[src/rtl/rv32im_csr_mregs.sv]
// rv32im machine-mode CSR file: M-mode registers, trap/mret state, counters.
// Optional mcountinhibit at 0x320 when CSR_COUNTER_INHIBIT_EN is defined.
module rv32im_csr_mregs #(
  parameter logic [31:0] HART_ID     = 32'h0,
  parameter logic [31:0] MTVEC_RESET = 32'h0000_0000,
  parameter logic [31:0] MISA_VALUE  = 32'h4000_1100
) (
  input  logic        clk_i,
  input  logic        rst_n_i,
  input  logic [11:0] csr_addr_i,
  input  logic [31:0] val_csr_i,
  input  logic        csr_write_en_i,
  input  logic        csr_read_en_i,
  output logic [31:0] val_csr_o,
  output logic [31:0] csr_status_o,
  output logic [1:0]  priviledge_mode_o,
  output logic        illegal_csr_o,
  input  logic        trap_i,
  input  logic [31:0] trap_cause_i,
  input  logic [31:0] trap_pc_i,
  input  logic [31:0] trap_tval_i,
  input  logic        mret_i,
  input  logic        instret_i,
  output logic [31:0] trap_vector_o,
  output logic [31:0] mepc_o
);

  logic        mie_b;
  logic        mpie_b;
  logic [31:0] mie_q;
  logic [29:0] mtvec_base;
  logic [1:0]  mtvec_mode;
  logic [31:0] mscratch_q;
  logic [31:0] mepc_q;
  logic [31:0] mcause_q;
  logic [31:0] mtval_q;
  logic [63:0] mcycle_q;
  logic [63:0] minstret_q;
  logic        cy_inh;
  logic        ir_inh;
  logic        impl;
  logic        ro;
  logic        wr_ok;
  logic [31:0] rdata;

  assign priviledge_mode_o = 2'b11;
  assign csr_status_o = {19'b0, 2'b11, 3'b0, mpie_b,
                         3'b0, mie_b, 3'b0};
  assign mepc_o = mepc_q;

  always_comb begin
    impl = 1'b0;
    ro   = 1'b0;
    case (csr_addr_i)
      12'h300, 12'h304, 12'h305,
      12'h340, 12'h341, 12'h342, 12'h343,
      12'hB00, 12'hB80, 12'hB02, 12'hB82:
        impl = 1'b1;
      12'h301, 12'h344, 12'hF14,
      12'hC00, 12'hC80, 12'hC02, 12'hC82: begin
        impl = 1'b1;
        ro   = 1'b1;
      end
`ifdef CSR_COUNTER_INHIBIT_EN
      12'h320:
        impl = 1'b1;
`endif
      default: ;
    endcase
  end

  assign illegal_csr_o =
    ((csr_read_en_i | csr_write_en_i) & ~impl) |
    (csr_write_en_i & ro);

  // trap and mret both outrank a CSR write on the same edge
  assign wr_ok = csr_write_en_i & ~illegal_csr_o
               & ~trap_i & ~mret_i;

`ifdef CSR_COUNTER_INHIBIT_EN
  logic cy_inh_q;
  logic ir_inh_q;

  always_ff @(posedge clk_i or negedge rst_n_i) begin
    if (!rst_n_i) begin
      cy_inh_q <= 1'b0;
      ir_inh_q <= 1'b0;
    end else if (wr_ok && csr_addr_i == 12'h320) begin
      cy_inh_q <= val_csr_i[0];
      ir_inh_q <= val_csr_i[2];
    end
  end

  assign cy_inh = cy_inh_q;
  assign ir_inh = ir_inh_q;
`else
  assign cy_inh = 1'b0;
  assign ir_inh = 1'b0;
`endif

  always_comb begin
    rdata = 32'h0;
    case (csr_addr_i)
      12'h300: rdata = csr_status_o;
      12'h301: rdata = MISA_VALUE;
      12'h304: rdata = mie_q;
      12'h305: rdata = {mtvec_base, mtvec_mode};
      12'h340: rdata = mscratch_q;
      12'h341: rdata = mepc_q;
      12'h342: rdata = mcause_q;
      12'h343: rdata = mtval_q;
      12'hB00, 12'hC00: rdata = mcycle_q[31:0];
      12'hB80, 12'hC80: rdata = mcycle_q[63:32];
      12'hB02, 12'hC02: rdata = minstret_q[31:0];
      12'hB82, 12'hC82: rdata = minstret_q[63:32];
      12'hF14: rdata = HART_ID;
`ifdef CSR_COUNTER_INHIBIT_EN
      12'h320: rdata = {29'b0, ir_inh, 1'b0, cy_inh};
`endif
      default: rdata = 32'h0;
    endcase
  end

  assign val_csr_o = csr_read_en_i ? rdata : 32'h0;

  always_comb begin
    trap_vector_o = {mtvec_base, 2'b00};
    if (mtvec_mode == 2'b01 && trap_cause_i[31])
      trap_vector_o = {mtvec_base, 2'b00}
                    + {25'b0, trap_cause_i[4:0], 2'b00};
  end

  always_ff @(posedge clk_i or negedge rst_n_i) begin
    if (!rst_n_i) begin
      mie_b      <= 1'b0;
      mpie_b     <= 1'b0;
      mie_q      <= 32'h0;
      mtvec_base <= MTVEC_RESET[31:2];
      mtvec_mode <= MTVEC_RESET[1:0];
      mscratch_q <= 32'h0;
      mepc_q     <= 32'h0;
      mcause_q   <= 32'h0;
      mtval_q    <= 32'h0;
    end else if (trap_i) begin
      mepc_q   <= {trap_pc_i[31:2], 2'b00};
      mcause_q <= trap_cause_i;
      mtval_q  <= trap_tval_i;
      mpie_b   <= mie_b;
      mie_b    <= 1'b0;
    end else if (mret_i) begin
      mie_b  <= mpie_b;
      mpie_b <= 1'b1;
    end else if (wr_ok) begin
      case (csr_addr_i)
        12'h300: begin
          mie_b  <= val_csr_i[3];
          mpie_b <= val_csr_i[7];
        end
        12'h304: mie_q <= val_csr_i & 32'h0000_0888;
        12'h305: begin
          mtvec_base <= val_csr_i[31:2];
          // reserved MODE encodings keep the current mode
          if (!val_csr_i[1])
            mtvec_mode <= val_csr_i[1:0];
        end
        12'h340: mscratch_q <= val_csr_i;
        12'h341: mepc_q <= {val_csr_i[31:2], 2'b00};
        12'h342: mcause_q <= val_csr_i;
        12'h343: mtval_q <= val_csr_i;
        default: ;
      endcase
    end
  end

  always_ff @(posedge clk_i or negedge rst_n_i) begin
    if (!rst_n_i)
      mcycle_q <= 64'h0;
    else if (wr_ok && csr_addr_i == 12'hB00)
      mcycle_q[31:0] <= val_csr_i;
    else if (wr_ok && csr_addr_i == 12'hB80)
      mcycle_q[63:32] <= val_csr_i;
    else if (!cy_inh)
      mcycle_q <= mcycle_q + 64'd1;
  end

  always_ff @(posedge clk_i or negedge rst_n_i) begin
    if (!rst_n_i)
      minstret_q <= 64'h0;
    else if (wr_ok && csr_addr_i == 12'hB02)
      minstret_q[31:0] <= val_csr_i;
    else if (wr_ok && csr_addr_i == 12'hB82)
      minstret_q[63:32] <= val_csr_i;
    else if (instret_i && !ir_inh)
      minstret_q <= minstret_q + 64'd1;
  end

  logic unused_ok;
  assign unused_ok = ^trap_pc_i[1:0];

endmodule

[config.mk]
export PLATFORM = sky130hd
export DESIGN_NAME = rv32im_csr_mregs
export DESIGN_NICKNAME = d
export VERILOG_FILES = /design/src/rtl/rv32im_csr_mregs.sv
export SDC_FILE = /design/constraint.sdc
export NUM_CORES = 1
export LEC_CHECK = 0
export ABC_AREA = 1
export CAP_MARGIN = 0
export CELL_PAD_IN_SITES_DETAIL_PLACEMENT = 1
export CELL_PAD_IN_SITES_GLOBAL_PLACEMENT = 1
export CORE_AREA = 4 4 229 231
export DETAILED_ROUTE_END_ITERATION = 7
export DIE_AREA = 0 0 233 235
export GPL_TIMING_DRIVEN = 0
export PLACE_DENSITY_LB_ADDON = 0.15
export SLEW_MARGIN = 5
export SYNTH_ARGS = -nofsm -noshare
export SYNTH_HDL_FRONTEND = slang
export SYNTH_SLANG_ARGS = --single-unit
[constraint.sdc]
create_clock -name clk_i -period 2.9 [get_ports clk_i]
set_clock_uncertainty 0.05 [all_clocks]
set_input_delay 0.29 -clock clk_i [delete_from_list [all_inputs] [get_ports clk_i]]
set_output_delay 0.29 -clock clk_i [all_outputs]
set_load 0.05 [all_outputs]
Word-level counts from Yosys, hierarchy flattened:

Cells that the tools add are included.
W data, S select, Z words.

* flip-flop bits (word level): 292
* bits of input ports: 147
* output and inout bits: 131
* word-level logic and storage cells: 111

* bitwise logic cells: 13
* equal/unequal tests: 21
* muxes and demuxes: 32
* reductions and logical operators: 29
* $add $sub $neg: 3

Operators with widths (number)
* $mux W32: 20
* $pmux W32 S12: 1
* $add A64 B1 Y64 const B: 2
* $eq A12 B10 Y1 const B: 9
* $eq A12 B12 Y1 const B: 9
* $mux W64: 1
* $add A32 B7 Y32: 1
* $reduce_or A18 Y1: 1
* $reduce_and A4 Y1: 3
* $reduce_bool A2 Y1: 6
* $mux W1: 10
* $reduce_and A3 Y1: 3
* $reduce_or A2 Y1: 4
* $reduce_or A7 Y1: 1
* $ne A2 B2 Y1 const B: 3
* $not A1 Y1: 6
* $reduce_and A2 Y1: 3
* $reduce_bool A3 Y1: 2
* $and A1 B1 Y1: 5
* $logic_and A1 B1 Y1: 5
* $reduce_and A5 Y1: 1
* $or A1 B1 Y1: 2

Depth between registers and ports, before layout:

Gate-level depths: netlist (run 1).

* depth after elaboration: 13
* gate-level depth with buffers: 16
* depth with buffers taken out: 15

Worst setup path before layout (run 1):

No wires, ideal clock.

* path type: register -> output
* start point: reg mtvec_base[0]
* end point: out trap_vector_o[30]
* data required time: 2.560 ns
* buffers on the path: 0
* path slack: -0.125 ns
* arrival time: 2.685 ns
* stages on the path, launching flop included: 15
* cell sequence: dfrtp_1 -> ha_1 -> inv_1 -> fa_1 -> inv_1 -> nand3_1 -> nand2_1 -> nand2_1 -> nand2_1 -> nand2_1 -> nor3_1 -> nand4_1 -> nor2_1 -> nand3_1 -> xor2_1

* longest elaborated chain between the ends: 2

RTL lines
* from (decl): RTL line 31 `logic [29:0] mtvec_base;`
* from (signal assigned): RTL line 138 `mtvec_base <= MTVEC_RESET[31:2];`
* from (signal assigned): RTL line 161 `mtvec_base <= val_csr_i[31:2];`
* $add A32 B7 Y32: RTL line 130 `+ {25'b0, trap_cause_i[4:0], 2'b00};`
* $mux W32: RTL line 128 `if (mtvec_mode == 2'b01 && trap_cause_i[31])`
* to (decl): RTL line 24 `output logic [31:0] trap_vector_o,`

Every way passes these cells.

Worst setup path in the final report (run 1):

* start point: reg mtvec_base[0]
* end point: out trap_vector_o[16]

Same word-level chain as after synthesis.

==> summary.md, run 1 <==
| Metric | Value |
|---|---|
| Tcrit/Tclk final | `1.21` |
| Synth Instances | `2990` |
| Min-delay worst type | `input port to register` |
| Fmax | `~0.29 GHz` |
| Die H | `between 200 and 250 µm` |
| Worst relative slew slack | `0.204` |
| RSZ-0062 raised after global routing | `true` |
| Mux cell area share after synthesis | `0` |
| Hold Fails Final Rpt | `0` |
| Most Crowded Layer GR | `met2` |
| Worst setup SP type | `register` |
| CTS root buffer | `clkbuf_16` |
| Core area | `around 0.05 mm²` |
| Post-synth EDFFs | `0` |
| Worst skew pair latency | `around 600 ps` |
| Routed WL per cell | `between 20 and 30 µm` |
| Leak pwr | `between 10 and 15 nW` |
| Time the worst path needs with I/O delays and setup | `between 3000 and 4000 ps` |
| Placer congestion estimate | `between 1 and 1.5` |
| Drt pass-1 iters | `8` |
| GR met2 Demand/Resource | `0.660` |
| Crit Path Class | `register to primary output` |
| Maximum fanout along the worst path | `3` |
| Mapped cell area | `0.0201 mm²` |
| Design area | `between 0.02 and 0.03 mm²` |
| GRT Total Usage | `0.405` |
| Post-synthesis area per instance | `roughly 6.7 µm²` |
| Register area | `about 0.0073 mm²` |
| Most common flop cell mapped by yosys | `dfrtp_1` |
| Critical path capture point type | `primary output` |
| Met1 Use GR | `0.488` |
| Die width | `around 230 µm` |
| Share of layout cells above drive strength 1 | `0.154` |
| Compound-cell area share of the yosys netlist | `0.118` |
| Register area share after synthesis | `0.362` |
| Pwr dens | `424 mW/mm²` |
| Initial Util | `0.401` |
| M3 GR Usage | `0.0837` |
| DRC Markers | `0` |
| Crit path DAT | `3170 ps` |
| Routed Wire Length | `~120000 µm` |
| Maximum vdd ir drop | `just under 0.5 mV` |
| Failing checks | `negative setup slack` |
| ANT nets after route | `0` |
| Clock transition at path regs | `roughly 70 ps` |
| Vias | `around 24k` |
| First-pass GRT wire length | `166000 µm` |
| TritonCTS clock tree | `done` |
| FF+latch count, synth | `290` |
| Worst Path Required | `around 2600 ps` |
| Placed Instance Area | `0.0235 mm²` |
| Final setup fails | `27` |
| Worst hold margin | `167 ps` |
| Pre-CTS setup slack | `-2160 ps` |
| Nets@finish | `between 3k and 4k` |
| Vias in the first global route | `25.1k` |
| IO Pins | `278` |
| DR vias/cell | `about 6` |
| H-tree level count | `2` |
| Adder-cell share of the synthesized area | `0.00536` |
| Largest net degree at the start of global routing | `100` |
| CTS Buf Count | `38` |
| Footprint of the multi-input gates | `0.0121 mm²` |
| HPWL after DPL | `slightly below 90000 µm` |
| First DRT Iteration DRCs | `~2.4k` |
| Max cap viols | `0` |
| Initial antenna violation count | `2` |
| Setup ws final | `-605 ps` |
| Outcome | `complete, but fails checks` |
| Layout fillers | `6445` |
| Simple-Gate Fraction of Synth Area | `0.362` |
| Largest family of logic cells by synthesized area | `simple AND/OR/NAND/NOR gates` |
| Maximum root-to-sink buffer count | `3` |
| Rows | `82` |
| XOR/XNOR Fraction of Synth Area | `0.0620` |
| Post-synth cell types | `47` |
| Die area | `approximately 0.055 mm²` |
| Area grow syn2layout | `32.3%` |
| Post-synth ARST share | `1.00` |
| IO buf count | `238` |
| Global route overflow | `0` |
| Yosys Warn Count | `0` |
| Slew @ Worst Pin | `roughly 1200 ps` |
| Slew Viols, Final | `0` |
| Fin util | `0.530` |
| Clock tree sinks | `290` |
[Yosys cell counts, types with 67 or more instances]
| library cell | instances | area (µm²) |
|---|---|---|
| nand3_1 | 310 | 1550 |
| nand4_1 | 85 | 532 |
| nor2_1 | 248 | 931 |
| nand2_1 | 933 | 3500 |
| dfrtp_1 | 290 | 7260 |
| xor2_1 | 119 | 1040 |
| buf_2 | 67 | 335 |
| a21oi_1 | 147 | 736 |
| nor3_1 | 75 | 375 |
| inv_1 | 233 | 875 |
| o21ai_1 | 120 | 601 |
| clkbuf_1 | 73 | 274 |
[cells in the final DEF, fill, tap and decap left out, drive strengths merged, types with 2 or more instances in the layout]
| cell | Yosys | final |
|---|---|---|
| nor4 | 13 | 13 |
| nor3 | 76 | 76 |
| clkbuf | 73 | 131 |
| a21oi | 148 | 148 |
| bufinv | 0 | 4 |
| conb | 2 | 36 |
| a211oi | 6 | 6 |
| ha | 7 | 7 |
| clkdlybuf4s50 | 0 | 162 |
| buf | 114 | 248 |
| xnor2 | 23 | 23 |
| dlygate4sd2 | 0 | 3 |
| a22o | 14 | 14 |
| or2 | 2 | 2 |
| diode | 0 | 2 |
| inv | 236 | 236 |
| nand3 | 312 | 312 |
| clkinvlp | 0 | 4 |
| nor2 | 256 | 256 |
| o21ai | 187 | 187 |
| a41oi | 7 | 7 |
| nand4 | 86 | 86 |
| o2111ai | 5 | 5 |
| xor2 | 119 | 119 |
| a22oi | 8 | 8 |
| clkinv | 2 | 10 |
| dfrtp | 290 | 290 |
| nand2 | 936 | 936 |
| and2 | 3 | 3 |
| nand3b | 9 | 9 |
| a221oi | 15 | 15 |
| a31oi | 11 | 11 |
| o22ai | 20 | 20 |
| clkdlybuf4s15 | 0 | 2 |
| nor3b | 5 | 5 |
[report_power, final]
| group | switching [mW] | total [mW] | internal (mW) |
|---|---|---|---|
| Sequential | 0.224 | 4.47 | 4.25 |
| Combinational | 1.12 | 1.66 | 0.536 |
| Clock | 2.15 | 5.12 | 2.98 |
| Total | 3.49 | 11.3 | 7.76 |
[stage by stage]
stage / power (mW) / TNS, ps / instances
floorplan: 5.29 / 0 / 3024
global placement: 6.05 / -3664280 / 3934
detailed placement: 6.11 / -227970 / 3936
CTS: 11.2 / -8090 / 4047
global route: 11.5 / -10090 / 4072
finish: 11.3 / -8100 / 4074
[area by class of cell]
cell class	count	area share
Sequential cell	290	0.273
Timing Repair Buffer	309	0.111
Multi-Input combinational cell	2309	0.457
Clock buffer	51	0.0403
Buffer	187	0.0430
Antenna cell	2	0.000189
Tap cell	672	0.0317
Inverter	238	0.0344
Clock inverter	16	0.00877
[cells by family (layout without fill, tap and decap cells)]
group | Yosys count | after routing
simple gates | 1700 | 1700
buf+inv | 425 | 801
compound gates | 423 | 423
flops | 290 | 290
xor+xnor | 142 | 142
fa+ha+maj | 8 | 8
other cells | 2 | 38
[state kept, by name, indices dropped and copies added, names as in the netlist]
name and flops:
mpie_b 1, mtvec_mode 1, minstret_q 64, mtvec_base 30, mie_b 1, mcycle_q 64
mepc_o 30, mscratch_q 32, mcause_q 32, mie_q 3, mtval_q 32
[critical path: stages, from the launching register on]
cell	delay, ps
dfrtp_1	380
ha_2	210
inv_2	40
fa_2	350
inv_2	60
nand3_2	80
nand2_4	90
nand2_4	70
nand2_4	80
nand2_4	70
nor3_4	170
buf_4	160
nand3_4	90
nor2_4	190
buf_4	160
xor2_4	180
buf_6	180
[final timing paths]
kind | start | end | slack [ps] | depth (start not counted)
setup / recovery | mtvec_base[0] | trap_vector_o[16] | -610 | 16
hold / removal | trap_i | mcause_q[31] | 170 | 4
setup reg to reg | minstret_q[1] | minstret_q[40] | 40 | 12
hold reg to reg | mtval_q[19] | mtval_q[19] | 440 | 2
max in group asynchronous | rst_n_i | mscratch_q[24] | 930 | 4
min in group asynchronous | rst_n_i | minstret_q[2] | 270 | 2
[timing repair]
action                                 CTS  global route
hold buffers                             1             0
pin swaps                               36            23
endpoints found under the hold margin   95             0
resized for setup                      636           116
setup endpoints to repair              175           115
setup buffers                           43            25
[per-layer routing]
| layer | vias to the layer above | share of wire | wire (µm) |
|---|---|---|---|
| met4 | 0 | 0.079 | 9110 |
| met2 | 1347 | 0.46 | 53200 |
| met5 | - | 0 | 0 |
| met3 | 426 | 0.088 | 10100 |
| li1 | 10555 | - | - |
| met1 | 12059 | 0.37 | 42900 |
(Power assumes the default switching activity.)
==> run 2: changes to the inputs <==
Settings changed: SETUP_SLACK_MARGIN set to 0.1.
==> run 2 against run 1 <==
  * The flow still finishes with violations (negative setup slack)
  * Non-clock buffer count is 31 higher
  * Design area rose by 2.6%
  * Cell count increased by 0.76%
  * Count of clock-buffer cells in the layout grew 3
  * Core utilization up 1.4 points
  * Die area is the same
  * Total power is 1.8% higher
  * Clock power is 2% higher
  * Wire length grew 8.4%
  * Setup slack got worse by 57 ps
  * Register-to-register slack gained 150 ps
  * Maximum frequency is 1.6% lower
  * Largest power group unchanged
==> summary.md, run 2 (synthesized netlist as in run 1, its figures left out) <==
| Metric | Value |
|---|---|
| CTS Buf Count | `37 (-2.6%)` |
| Drt pass-1 iters | `6 (-2)` |
| First DRT Iteration DRCs | `2844 (+19%)` |
| Max cap viols | `0 (unchanged)` |
| Min-delay worst type | `input port to asynchronous set/reset pin` |
| Die area | `0.0548 mm² (unchanged)` |
| Global route overflow | `0 (unchanged)` |
| Time the worst path needs with I/O delays and setup | `3560 ps (+56.6 ps)` |
| Core area | `0.0501 mm² (unchanged)` |
| Worst setup SP type | `register` |
| ANT nets after route | `0 (unchanged)` |
| Die H | `235 µm (unchanged)` |
| Final setup fails | `29 (+7.4%)` |
| Fmax | `0.281 GHz (-1.6%)` |
| IO Pins | `278 (unchanged)` |
| DRC Markers | `0 (unchanged)` |
| First-pass GRT wire length | `174000 µm (+4.8%)` |
| CTS root buffer | `clkbuf_16` |
| Worst Path Required | `2560 ps (about the same)` |
| H-tree level count | `2 (unchanged)` |
| Outcome | `complete, but fails checks` |
| Routed Wire Length | `125000 µm (+8.4%)` |
| Largest net degree at the start of global routing | `111 (+11%)` |
| Worst relative slew slack | `0.102 (-0.102)` |
| Fin cells | `4105 (+0.76%)` |
| Leak pwr | `12.2 nW (+2.7%)` |
| Vias | `25.5k (+4.6%)` |
| Dpl cells | `3937 (+0.025%)` |
| Critical path capture point type | `primary output` |
| Worst skew pair latency | `590 ps (about the same)` |
| Initial antenna violation count | `2 (unchanged)` |
| Rows | `82 (unchanged)` |
| TNS Setup | `-8130 ps (-32.3 ps)` |
| Nets@finish | `3558 (+0.85%)` |
| RSZ-0062 raised after global routing | `true` |
| Commonest non-fill, non-tap cell in the layout | `nand2_1` |
| Share of layout cells above drive strength 1 | `0.175 (+0.0216)` |
| HPWL after DPL | `91700 µm (+2.8%)` |
| TritonCTS clock tree | `done` |
| Pwr dens | `420 mW/mm² (-0.77%)` |
| GRT Total Usage | `0.427 (+0.0226)` |
| Setup ws final | `-662 ps (-56.6 ps)` |
| Die width | `233 µm (unchanged)` |
| Routed WL per cell | `30.5 µm (+7.6%)` |
| Commonest cells after routing, fill and taps aside | `nand2_1, nand3_1, dfrtp_1` |
| Placer congestion estimate | `1.04 (about the same)` |
| Tcrit/Tclk final | `1.23 (+0.0195)` |
| Slew Viols, Final | `0 (unchanged)` |
| Clock transition at path regs | `60 ps (about the same)` |
| Vias in the first global route | `26.1k (+3.9%)` |
| Biggest regs | `mcycle_q (64), minstret_q (64)` |
| Slew @ Worst Pin | `1350 ps (+153 ps)` |
| DR vias/cell | `6.22 (+3.9%)` |
| Maximum vdd ir drop | `0.414 mV (-15%)` |
| Hold Fails Final Rpt | `0 (unchanged)` |
| IO buf count | `238 (unchanged)` |
| Crit Path Class | `register to primary output` |
| Crit path DAT | `3220 ps (+50 ps)` |
| Clock tree sinks | `290 (unchanged)` |
| Area grow syn2layout | `35.7%` |
| Failing checks | `negative setup slack` |
| Maximum fanout along the worst path | `3 (unchanged)` |
| Maximum root-to-sink buffer count | `3 (unchanged)` |
| Initial Util | `0.401 (unchanged)` |
## run 2: cell count changes in the layout (fill, tap and decap cells not counted), sizes merged
cell	previous run	this run
dlygate4sd2	3	1
clkinvlp	4	3
dlymetal6s2s	0	1
bufinv	4	5
clkbuf	131	127
buf	248	289
clkdlybuf4s50	162	160
clkinv	10	8
inv	236	235
## run 2: report_power, final
part / switching [mW] / total, mW / leakage (nW) / internal, mW
sequential: 0.233 / 4.48 / 3.87 / 4.25
clock: 2.10 / 5.22 / 0.654 / 3.12
combinational: 1.19 / 1.75 / 7.69 / 0.562
## run 2: worst paths after layout
| kind | start | endpoint | slack [ps] | depth (start not counted) |
|---|---|---|---|---|
| setup / recovery | mtvec_base[0] | trap_vector_o[16] | -660 | 16 |
| hold / removal | rst_n_i | mpie_b | 150 | 2 |
| setup reg to reg | mcycle_q[23] | mcycle_q[50] | 190 | 8 |
| hold reg to reg | mtval_q[13] | mtval_q[13] | 440 | 2 |
| max in group asynchronous | rst_n_i | mtval_q[26] | 1450 | 4 |
| min in group clk_i | trap_i | mtval_q[1] | 180 | 4 |
## run 2: per-stage QoR
step,hold slack (ps),power [mW],setup WS (ps),utilization,instance area (µm²)
2_1_floorplan,-55.6,5.29,37.8,-,20300
3_5_place_dp,153,6.11,-2190,0.471,23600
4_1_cts,145,11.3,-601,0.527,26400
3_3_place_gp,417,6.04,-12000,0.469,23500
5_1_grt,204,11.7,-681,0.544,27200
6_report,146,11.5,-662,0.544,27200
## run 2: critical path, stage by stage (launching register included)
cell and delay (ps):
dfrtp_1 410, ha_4 170, inv_2 40, fa_2 340, inv_2 70, nand3_2 80
nand2_4 100, nand2_4 70, nand2_4 100, nand2_4 80, nor3_4 190, buf_4 160
nand3_2 100, nor2_4 210, buf_12 140, xor2_4 200, buf_6 190
## run 2: layout make-up
class	instances	area, µm²
antenna	2	5.00
buffer	185	1110
clock buffer	54	1110
clock inverter	13	219
fill	6387	22800
inverter	238	928
multi-input combinational	2309	12400
sequential	290	7260
tap	672	841
timing repair buffer	342	3360
## run 2: metal layers
layer / part of all wire / global-route usage
met5: 0.000072 / 0
met3: 0.094 / 0.0809
met1: 0.36 / 0.513
met2: 0.46 / 0.692
met4: 0.094 / 0.289
## run 2: what timing repair did
action	4_1_cts	5_1_grt
setup endpoints to repair	227	154
setup buffers	61	39
pin swaps	38	46
hold buffers	1	0
endpoints found under the hold margin	102	0
gates resized for setup	718	163
